### config.mk
export PLATFORM = sky130hd
export DESIGN_NAME = sha256_msg_sequencer
export DESIGN_NICKNAME = d
export VERILOG_FILES = /design/src/rtl/sha256_seq_pkg.sv /design/src/rtl/sha256_last_word_pad.sv /design/src/rtl/sha256_msg_sequencer.sv
export SDC_FILE = /design/constraint.sdc
export NUM_CORES = 1
export LEC_CHECK = 0
export BUFFER_PORTS_ARGS = -buffer_cell sky130_fd_sc_hd__buf_2
export CORE_AREA = 5 5 411 413
export CTS_BUF_LIST = sky130_fd_sc_hd__clkbuf_8
export DETAILED_ROUTE_END_ITERATION = 7
export DIE_AREA = 0 0 416 418
export PLACE_DENSITY_LB_ADDON = 0.2
export REMOVE_ABC_BUFFERS = 1
export SLEW_MARGIN = 25
export SYNTH_ARGS = -nofsm -noshare
export SYNTH_HDL_FRONTEND = slang
export SYNTH_SLANG_ARGS = --single-unit
### constraint.sdc
create_clock -name clk_i -period 4 [get_ports clk_i]
set_clock_uncertainty 0.2 [all_clocks]
set_input_delay 0.8 -clock clk_i [delete_from_list [all_inputs] [get_ports clk_i]]
set_output_delay 0.8 -clock clk_i [all_outputs]
set_load 0.03 [all_outputs]
### src/rtl/sha256_seq_pkg.sv
`default_nettype none
// ============================================================================
//  Module   : sha256_seq_pkg
//  Purpose  : Shared types and constants for the sha256 message sequencer.
//  Revision : 1.0 - initial release
// ============================================================================
package sha256_seq_pkg;

    typedef enum logic [2:0] {
        FILL  = 3'd0,
        PAD   = 3'd1,
        ISSUE = 3'd2,
        WAIT  = 3'd3,
        OUT   = 3'd4
    } seq_state_e;

    localparam logic [31:0] PAD_WORD  = 32'h8000_0000;
    localparam int          BLK_WORDS = 16;

    // Byte count of a last word; anything above 4 means a full word.
    function automatic logic [2:0] clamp_bytes(input logic [2:0] n);
        return (n > 3'd4) ? 3'd4 : n;
    endfunction

endpackage
`default_nettype wire

### src/rtl/sha256_last_word_pad.sv
`default_nettype none
// ============================================================================
//  Module   : sha256_last_word_pad
//  Purpose  : Masks the tail of the last message word and inserts the 0x80
//             marker byte; flags when the marker must go into the next word.
//  Revision : 1.0 - initial release
// ============================================================================
module sha256_last_word_pad
    import sha256_seq_pkg::*;
(
    input  logic [31:0] i_data,
    input  logic [2:0]  i_bytes,
    output logic [31:0] o_word,
    output logic        o_pad_pend
);

    logic [2:0] w_n;

    assign w_n = clamp_bytes(i_bytes);

    // Byte b = 0 is the earliest byte and sits in the top lane.
    for (genvar b = 0; b < 4; b++) begin : g_byte
        assign o_word[31-8*b -: 8] = (3'(b) < w_n)  ? i_data[31-8*b -: 8] :
                                     (3'(b) == w_n) ? PAD_WORD[31:24]      :
                                                      8'h00;
    end

    assign o_pad_pend = (w_n == 3'd4);

endmodule
`default_nettype wire

### src/rtl/sha256_msg_sequencer.sv
`default_nettype none
// ============================================================================
//  Module   : sha256_msg_sequencer
//  Purpose  : Streams 32-bit message words, applies SHA-256 padding, packs
//             512-bit blocks, drives the core and returns the digest.
//  Revision : 1.0 - initial release
// ============================================================================
module sha256_msg_sequencer
    import sha256_seq_pkg::*;
#(
    parameter int LEN_W = 32
) (
    input  logic         clk_i,
    input  logic         rst_ni,
    input  logic         abort_i,
    input  logic         msg_valid_i,
    output logic         msg_ready_o,
    input  logic [31:0]  msg_data_i,
    input  logic         msg_last_i,
    input  logic [2:0]   msg_bytes_i,
    output logic         core_init_o,
    output logic         core_next_o,
    output logic [511:0] core_block_o,
    input  logic         core_ready_i,
    input  logic         core_digest_valid_i,
    input  logic [255:0] core_digest_i,
    output logic         dig_valid_o,
    input  logic         dig_ready_i,
    output logic [255:0] dig_o,
    output logic         busy_o,
    output logic         len_ovf_o
);

    localparam int c_len_zext = 61 - LEN_W;

    seq_state_e       r_state, w_state_nxt;
    logic [31:0]      r_buf [BLK_WORDS];
    logic [3:0]       r_word_idx;
    logic [LEN_W-1:0] r_byte_cnt;
    logic             r_first_blk, r_pad_pend, r_final, r_msg_done, r_wait_first, r_len_ovf;
    logic [255:0]     r_dig;

    logic [31:0]      w_pad_word;
    logic             w_pad_pend;
    logic [2:0]       w_add;
    logic [LEN_W:0]   w_cnt_sum;
    logic             w_new_msg, w_len_step, w_wait_done;
    logic [63:0]      w_len_bits;

    sha256_last_word_pad u_last_pad (
        .i_data     (msg_data_i),
        .i_bytes    (msg_bytes_i),
        .o_word     (w_pad_word),
        .o_pad_pend (w_pad_pend)
    );

    assign w_add       = msg_last_i ? clamp_bytes(msg_bytes_i) : 3'd4;
    assign w_cnt_sum   = {1'b0, r_byte_cnt} + {{(LEN_W-2){1'b0}}, w_add};
    assign w_new_msg   = r_first_blk && (r_word_idx == 4'd0);
    assign w_len_bits  = {{c_len_zext{1'b0}}, r_byte_cnt, 3'b000};
    assign w_len_step  = (r_state == PAD) && (r_word_idx == 4'd14) && !r_pad_pend;
    // The core may still show ready/valid from the previous op in the cycle after the pulse.
    assign w_wait_done = (r_state == WAIT) && !r_wait_first && core_ready_i &&
                         (!r_final || core_digest_valid_i);

    for (genvar k = 0; k < BLK_WORDS; k++) begin : g_blk
        assign core_block_o[511-32*k -: 32] = r_buf[k];
    end

    assign dig_o     = r_dig;
    assign busy_o    = (r_state != FILL);
    assign len_ovf_o = r_len_ovf;

    always_ff @(posedge clk_i or negedge rst_ni) begin
        if (!rst_ni) r_state <= FILL;
        else         r_state <= w_state_nxt;
    end

    always_comb begin
        w_state_nxt = r_state;
        msg_ready_o = 1'b0;
        core_init_o = 1'b0;
        core_next_o = 1'b0;
        dig_valid_o = 1'b0;
        case (r_state)
            FILL: begin
                msg_ready_o = 1'b1;
                if (msg_valid_i) begin
                    if (r_word_idx == 4'd15) w_state_nxt = ISSUE;
                    else if (msg_last_i)     w_state_nxt = PAD;
                end
            end
            PAD: begin
                if (w_len_step || (r_word_idx == 4'd15)) w_state_nxt = ISSUE;
            end
            ISSUE: begin
                if (core_ready_i && !abort_i) begin
                    core_init_o = r_first_blk;
                    core_next_o = !r_first_blk;
                    w_state_nxt = WAIT;
                end
            end
            WAIT: begin
                if (w_wait_done) begin
                    if (r_final)         w_state_nxt = OUT;
                    else if (r_msg_done) w_state_nxt = PAD;
                    else                 w_state_nxt = FILL;
                end
            end
            OUT: begin
                dig_valid_o = 1'b1;
                if (dig_ready_i) w_state_nxt = FILL;
            end
            default: w_state_nxt = FILL;
        endcase
        if (abort_i) w_state_nxt = FILL;
    end

    always_ff @(posedge clk_i or negedge rst_ni) begin
        if (!rst_ni) begin
            for (int k = 0; k < BLK_WORDS; k++) r_buf[k] <= '0;
            r_word_idx   <= '0;
            r_byte_cnt   <= '0;
            r_first_blk  <= 1'b1;
            r_pad_pend   <= 1'b0;
            r_final      <= 1'b0;
            r_msg_done   <= 1'b0;
            r_wait_first <= 1'b0;
            r_len_ovf    <= 1'b0;
            r_dig        <= '0;
        end else if (abort_i) begin
            for (int k = 0; k < BLK_WORDS; k++) r_buf[k] <= '0;
            r_word_idx   <= '0;
            r_byte_cnt   <= '0;
            r_first_blk  <= 1'b1;
            r_pad_pend   <= 1'b0;
            r_final      <= 1'b0;
            r_msg_done   <= 1'b0;
            r_wait_first <= 1'b0;
            r_len_ovf    <= 1'b0;
            r_dig        <= '0;
        end else begin
            case (r_state)
                FILL: begin
                    if (msg_valid_i) begin
                        r_buf[r_word_idx] <= msg_last_i ? w_pad_word : msg_data_i;
                        r_word_idx        <= r_word_idx + 4'd1;
                        r_byte_cnt        <= w_cnt_sum[LEN_W-1:0];
                        r_len_ovf         <= w_new_msg ? w_cnt_sum[LEN_W]
                                                       : (r_len_ovf | w_cnt_sum[LEN_W]);
                        if (msg_last_i) begin
                            r_msg_done <= 1'b1;
                            r_pad_pend <= w_pad_pend;
                        end
                    end
                end
                PAD: begin
                    if (w_len_step) begin
                        r_buf[14] <= w_len_bits[63:32];
                        r_buf[15] <= w_len_bits[31:0];
                        r_final   <= 1'b1;
                    end else begin
                        r_buf[r_word_idx] <= r_pad_pend ? PAD_WORD : 32'h0;
                        r_pad_pend        <= 1'b0;
                        r_word_idx        <= r_word_idx + 4'd1;
                    end
                end
                ISSUE: begin
                    if (core_ready_i) begin
                        r_first_blk  <= 1'b0;
                        r_wait_first <= 1'b1;
                    end
                end
                WAIT: begin
                    r_wait_first <= 1'b0;
                    if (w_wait_done) begin
                        r_word_idx <= '0;
                        if (r_final) r_dig <= core_digest_i;
                    end
                end
                OUT: begin
                    if (dig_ready_i) begin
                        r_word_idx  <= '0;
                        r_byte_cnt  <= '0;
                        r_pad_pend  <= 1'b0;
                        r_final     <= 1'b0;
                        r_msg_done  <= 1'b0;
                        r_first_blk <= 1'b1;
                    end
                end
                default: ;
            endcase
        end
    end

endmodule
`default_nettype wire

==> run_results.csv, run 1 <==
group,metric,value,unit
cts,clk_latency,900,ps
floorplanning,die-area,0.174,mm^2
critical_path,reg2reg_from,"r_state[2]",
place,place_congestion,0.842,
floorplanning,chipHeight,418,um
flow_run,cap_violations,0,
synthesis,yosysSeqAreaShare,60.4,%
min_path,hold_class,"input pin to flop",
critical_path,crit_path_end,"core_next_o",
synthesis,synth_seq_cells,813,
critical_path,reg2reg_depth,5,
timing,rsz0062_at_grt,"false",
timing,min_period,3790,ps
synthesis,synth_area,0.0337,mm^2
cts,root_buffer,"clkbuf_8",
routing,vias_per_cell,4.28,
timing,finalCritPeriodShare,94.8,%
place,dp_hpwl,118,mm
synthesis,syn_inst,3263,
synthesis,yosys_warnings,0,
synthesis,synth_top_cell_area_share,60.4,%
routing,vias,29800,
grt,grt_pass1_wl,233,mm
critical_path,crit_start,"r_state[1]",
timing,max_clock_freq,264,MHz
floorplanning,ios,1073,
place,numPortBuffers,1072,
grt,antenna_found_initial,14,
routing,routedWlPerCell,23.8,um
cts,cts_made_buffers,157,
pwr,p_leak,24.6,nW
timing,tns,0,ps
place,place_ws,350,ps
critical_path,crit_required,3000,ps
synthesis,synth.lib_cells_used.distinct,65,
cts,clk_pin_slew,50,ps
floorplanning,core-area,0.164,mm^2
timing,slew_viol_final,0,
grt,grt_max_degree,166,
timing,fin_ws,208,ps
grt,grt-ovfl-total,0,
final_layout,fin_util,29.2,%
critical_path,cp-start-kind,"flop",
critical_path,criticalPathCategory,"flop to primary output",
synthesis,synth_flop_cell,"dfrtp_1",
routing,ant_nets,0,
final_layout,fin_nets,4942,
critical_path,r2r_end,"core_block_o[15]",
floorplanning,die_w,416,um
pwr,irDropWorstVdd,0.000334,V
routing,route.detailed.drc,0,
status,status,"complete, no violations",
cts,clk_path_buf_depth,3,
timing,report.final.hold_viol_count,0,
timing,setup_viol,0,
synthesis,ys_async_sr_fraction,100,%
grt,gr-usage-all-layers,18.3,%
grt,grt_pass1_vias,30900,
floorplanning,start_util,20.5,%
cts,cts_tree,"done",
synthesis,syn-mean-instance-area,10.3,um^2
floorplanning,rows,149,
critical_path,rrSetupSlack,780,ps
timing,max_slew_margin,31.9,%
synthesis,yosys-top-cells-count,"dfrtp_1, nand2_1, nor2_1",
routing,wirelength,166,mm
cts,htreeDepth,4,
synthesis,yosys-top-cells-area,"dfrtp_1, mux2_2, nand2_1",
critical_path,crit_arrival,2790,ps
timing,worst_pin_slew,1020,ps
critical_path,end_kind,"primary output",
synthesis,yosysMostFrequentCell,"dfrtp_1",
synthesis,synth_edf_count,0,
cts,clkSinkCount,813,
final_layout,drive_above_1_share,38.1,%
synthesis,synth_area_leader_cell,"dfrtp_1",
critical_path,crit_fanout,16,
final_layout,synthToLayoutAreaGrowth,42.9,%
routing,drtIter0Drc,1816,
pwr,power_density,431,mW/mm^2
routing,firstDrtPassIters,5,
[state kept, by name (all words and copies together) (netlist names)]
| register | count |
|---|---|
| r_byte_cnt | 32 |
| r_msg_done | 1 |
| r_word_idx | 4 |
| r_first_blk | 1 |
| len_ovf_o | 1 |
| r_final | 1 |
| r_state | 3 |
| r_wait_first | 1 |
| core_block_o | 512 |
| dig_o | 256 |
| r_pad_pend | 1 |
[layer usage]
metal	track usage, %	vias up	routed length, um
met3	6.26	219	12800
met4	6.56	0	5970
met2	32.6	1060	83600
met5	0	-	0
met1	20.3	14900	63200
li1	-	13600	-
[critical path: stages, from the launching register on]
cell,delay [ps]
dfrtp_2,530
nor2b_1,320
and2_1,310
nand2_1,80
nor2_1,360
buf_2,290
[cell families (layout without fill, tap and decap cells)]
kind of cell | Yosys count | in the layout | share of synthesized area, %
AOI/OAI and AO/OA | 552 | 552 | 9.04
muxes | 346 | 346 | 11.6
adders and majority gates | 8 | 8 | 0.320
DFF | 813 | 813 | 60.4
other | 0 | 8 | 0
and+or+nand+nor | 1241 | 1241 | 14.7
buffers and inverters | 284 | 1773 | 3.42
xor gates and xnor gates | 19 | 19 | 0.494
[placed cells by master (no fill, tap or decap), types with 9 or more instances in the layout]
| master | instances |
|---|---|
| buf_2 | 1070 |
| dfrtp_1 | 811 |
| nor2_1 | 402 |
| nor4_1 | 9 |
| xnor2_1 | 18 |
| inv_1 | 90 |
| nand2_1 | 724 |
| o2bb2a_1 | 9 |
| a21oi_1 | 300 |
| o31ai_1 | 37 |
| clkbuf_8 | 188 |
| a211oi_4 | 10 |
| mux2_2 | 343 |
| or3_1 | 11 |
| buf_12 | 22 |
| dlygate4sd3_1 | 265 |
| o21ai_4 | 17 |
| nand3_1 | 31 |
| clkinv_2 | 11 |
| o22ai_1 | 10 |
| nor3_1 | 13 |
| buf_4 | 107 |
| o21ai_0 | 142 |
[timing repair]
item / 4_1_cts / 5_1_grt
hold buffers: 265 / 0
setup endpoints to repair: 1 / 0
setup buffers: 0 / 0
endpoints found under the hold margin: 305 / 0
resized for setup: 1 / 0
[area by class of cell]
class / instances / area, um^2
well taps: 2189 / 2740
multi-input cells: 2166 / 12500
flip-flops and latches: 813 / 20300
clock inverters: 88 / 448
clock buffers: 188 / 2590
fillers: 17600 / 116000
diodes: 8 / 20.0
repair buffers: 1467 / 9310
inverters: 30 / 113
[how the worst min path moves through the flow]
stage	start	end	slack [ps]	cells past startpoint
2_1_floorplan	r_first_blk	r_first_blk	270	2
3_3_place_gp	core_block_o[43]	core_block_o[43]	260	2
3_5_place_dp	core_block_o[2]	core_block_o[2]	260	2
4_1_cts	core_ready_i	r_first_blk	3	4
5_1_grt	msg_data_i[23]	core_block_o[311]	50	3
6_report	core_ready_i	r_first_blk	150	4
[stage by stage]
stage / instances / instance area [um^2] / hold WS (ps) / total power (W)
floorplan: 3009 / 32600 / 270 / 0.0106
detailed placement: 6399 / 42400 / 261 / 0.0126
CTS: 6940 / 48000 / 3.11 / 0.0211
global placement: 6399 / 42400 / 257 / 0.0125
finish: 6949 / 48100 / 147 / 0.0207
global route: 6947 / 48100 / 51.0 / 0.0217
[power breakdown]
group	switching, W	total [W]	internal [W]	leakage [nW]
logic	0.00260	0.00385	0.00125	11.5
clock network	0.00389	0.00817	0.00427	1.79
registers	0.000187	0.00872	0.00853	11.3
Note: power is estimated with default switching activity, not from simulation.
==> inputs of run 2 (changes only) <==
==> constraint.sdc (replaced) <==
create_clock -name clk_i -period 4.7 [get_ports clk_i]
set_clock_uncertainty 0.2 [all_clocks]
set_input_delay 0.94 -clock clk_i [delete_from_list [all_inputs] [get_ports clk_i]]
set_output_delay 0.94 -clock clk_i [all_outputs]
set_load 0.03 [all_outputs]
==> run 2 against run 1 <==
Compared with the run above: combinational power is 17% lower; final cell count decreased by 0.92%; register-to-register slack gained 580 ps; highest routed layer is now met5; worst setup slack improved by 740 ps; non-clock buffer count is 66 lower; wire length is 0.50% higher; count of clock-buffer cells in the layout is 5 higher.
==> run_results.csv, run 2 (synthesis gave the netlist of run 1 again) <==
group,metric,value,unit
cts,root_buffer,"clkbuf_8",
critical_path,criticalPathCategory,"flop to primary output",
min_path,hold_class,"input pin to flop",
routing,route.detailed.drc,0,
critical_path,path_delay_family,"simple AND/OR/NAND/NOR gates",
place,place_congestion,0.814,
place,dp_hpwl,118,mm
floorplanning,die_w,416,um
critical_path,crit_buf_inv,1,
timing,worst_pin_slew,1030,ps
status,status,"complete, no violations",
routing,firstDrtPassIters,5,
pwr,power_density,378,mW/mm^2
min_path,holdPathEnd,"dig_o[191]",
timing,min_period,3750,ps
timing,finalCritPeriodShare,79.7,%
floorplanning,core-area,0.164,mm^2
critical_path,crit_start,"r_state[1]",
critical_path,reg2reg_depth,5,
critical_path,end_kind,"primary output",
grt,gr-usage-all-layers,18.4,%
timing,tns,0,ps
final_layout,fin_nets,4876,
flow_run,cap_violations,0,
cts,htreeDepth,4,
floorplanning,die-area,0.174,mm^2
timing,max_clock_freq,267,MHz
final_layout,drive_above_1_share,38.5,%
grt,antenna_found_initial,23,
critical_path,reg2reg_from,"r_state[0]",
critical_path,r2r_end,"core_block_o[29]",
min_path,hp-start,"core_digest_i[191]",
critical_path,rrSetupSlack,1360,ps
floorplanning,start_util,20.5,%
critical_path,cpMaxStageDelayCell,"dfrtp_1",
final_layout,synthToLayoutAreaGrowth,41.2,%
timing,max_slew_margin,31.4,%
routing,vias_per_cell,4.28,
grt,grt_max_degree,153,
cts,clk_latency,870,ps
cts,clkSinkCount,813,
critical_path,cp_cell_sequence,"nor2b_1, and2_1, and3_1, buf_2",
timing,slew_viol_final,0,
routing,drtIter0Drc,1827,
final_layout,n_fill_cell,17600,
pwr,irDropWorstVdd,0.000260,V
critical_path,cpPeakStageDelay,700,ps
critical_path,crit_fanout,16,
final_layout,largest_reg_flops,512,
cts,cts_made_buffers,157,
timing,rsz0062_at_grt,"false",
cts,clk_path_buf_depth,3,
grt,grt_pass1_vias,30500,
final_layout,mostFrequentLayoutCells,"buf_2, dfrtp_1, nand2_1, nor2_1, mux2_2",
routing,wirelength,166,mm
routing,ant_nets,0,
pwr,p_leak,24.3,nW
cts,cts_tree,"done",
grt,grt-ovfl-total,0,
floorplanning,rows,149,
critical_path,cp-start-kind,"flop",
cts,cts-resized-gates,0,
timing,report.final.hold_viol_count,0,
place,numPortBuffers,1072,
routing,routedWlPerCell,24.2,um
min_path,min_path_cells,3,
critical_path,crit_required,3560,ps
timing,setup_viol,0,
critical_path,crit_arrival,2610,ps
grt,grt_pass1_wl,233,mm
routing,vias,29500,
cts,postCtsSetupRepairBufs,0,
floorplanning,chipHeight,418,um
timing,whs,139,ps
cts,clk_pin_slew,60,ps
final_layout,layout_commonest_cell,"buf_2",
floorplanning,ios,1073,
## run 2: cell types whose count changed in the layout (fill, tap and decap cells not counted), moves of 3 or more
cell | previous run | this run
clkinv_2 | 11 | 8
buf_4 | 107 | 103
inv_1 | 90 | 84
dlygate4sd3_1 | 265 | 211
bufinv_16 | 0 | 5
clkbuf_8 | 188 | 193
inv_6 | 5 | 2
buf_12 | 22 | 14
## run 2: power breakdown
| group | switching [W] | total, W | leakage [nW] | internal [W] |
|---|---|---|---|---|
| registers | 0.000187 | 0.00745 | 11.3 | 0.00726 |
| clock network | 0.00335 | 0.00734 | 1.85 | 0.00399 |
| logic | 0.00220 | 0.00319 | 11.1 | 0.000988 |
## run 2: how the worst max path moves through the flow
| stage | endpoint | slack, ps | depth (start not counted) |
|---|---|---|---|
| 2_1_floorplan | dig_o[0] | -2920 | 4 |
| 4_1_cts | core_init_o | 780 | 4 |
| 6_report | core_init_o | 950 | 4 |
| 5_1_grt | core_init_o | 720 | 4 |
| 3_5_place_dp | r_byte_cnt[28] | 810 | 13 |
| 3_3_place_gp | r_byte_cnt[26] | 730 | 13 |
## run 2: tightest hold or removal path: stages
cell and delay [ps]:
buf_2 100, nand2_1 80, a21oi_1 70
## run 2: through the flow
| step | total power [W] | utilization (%) | setup WS (ps) | cell area, um^2 | std cells |
|---|---|---|---|---|---|
| 2_1_floorplan | 0.00906 | - | -2920 | 32600 | 3009 |
| 3_3_place_gp | 0.0107 | 25.6 | 735 | 42200 | 6387 |
| 3_5_place_dp | 0.0107 | 25.7 | 809 | 42200 | 6388 |
| 4_1_cts | 0.0184 | 28.9 | 776 | 47500 | 6875 |
| 5_1_grt | 0.0188 | 28.9 | 720 | 47500 | 6882 |
| 6_report | 0.0180 | 28.9 | 952 | 47500 | 6885 |
## run 2: timing repair
item                                    in CTS  in global routing
endpoints found under the hold margin      268                  0
hold buffers                               211                  0
endpoints found under the setup margin       0                  0
## run 2: cell type report
class	instances	area, um^2	share of cell area [%]
sequential	813	20300	42.8
multi-input combinational	2166	12500	26.3
clock inverter	83	563	1.18
tap	2189	2740	5.76
timing repair buffer	1401	8580	18.0
inverter	30	113	0.237
antenna	10	25.0	0.0526
clock buffer	193	2660	5.59
## run 2: metal layers
| metal | vias to the layer above | global-route usage, % | share of wire [%] |
|---|---|---|---|
| met2 | 1061 | 32.3 | 51 |
| met1 | 14600 | 20.2 | 37 |
| met5 | - | 0 | 0.032 |
| li1 | 13500 | - | - |
| met3 | 269 | 6.65 | 8.0 |
| met4 | 8 | 7.28 | 4.0 |
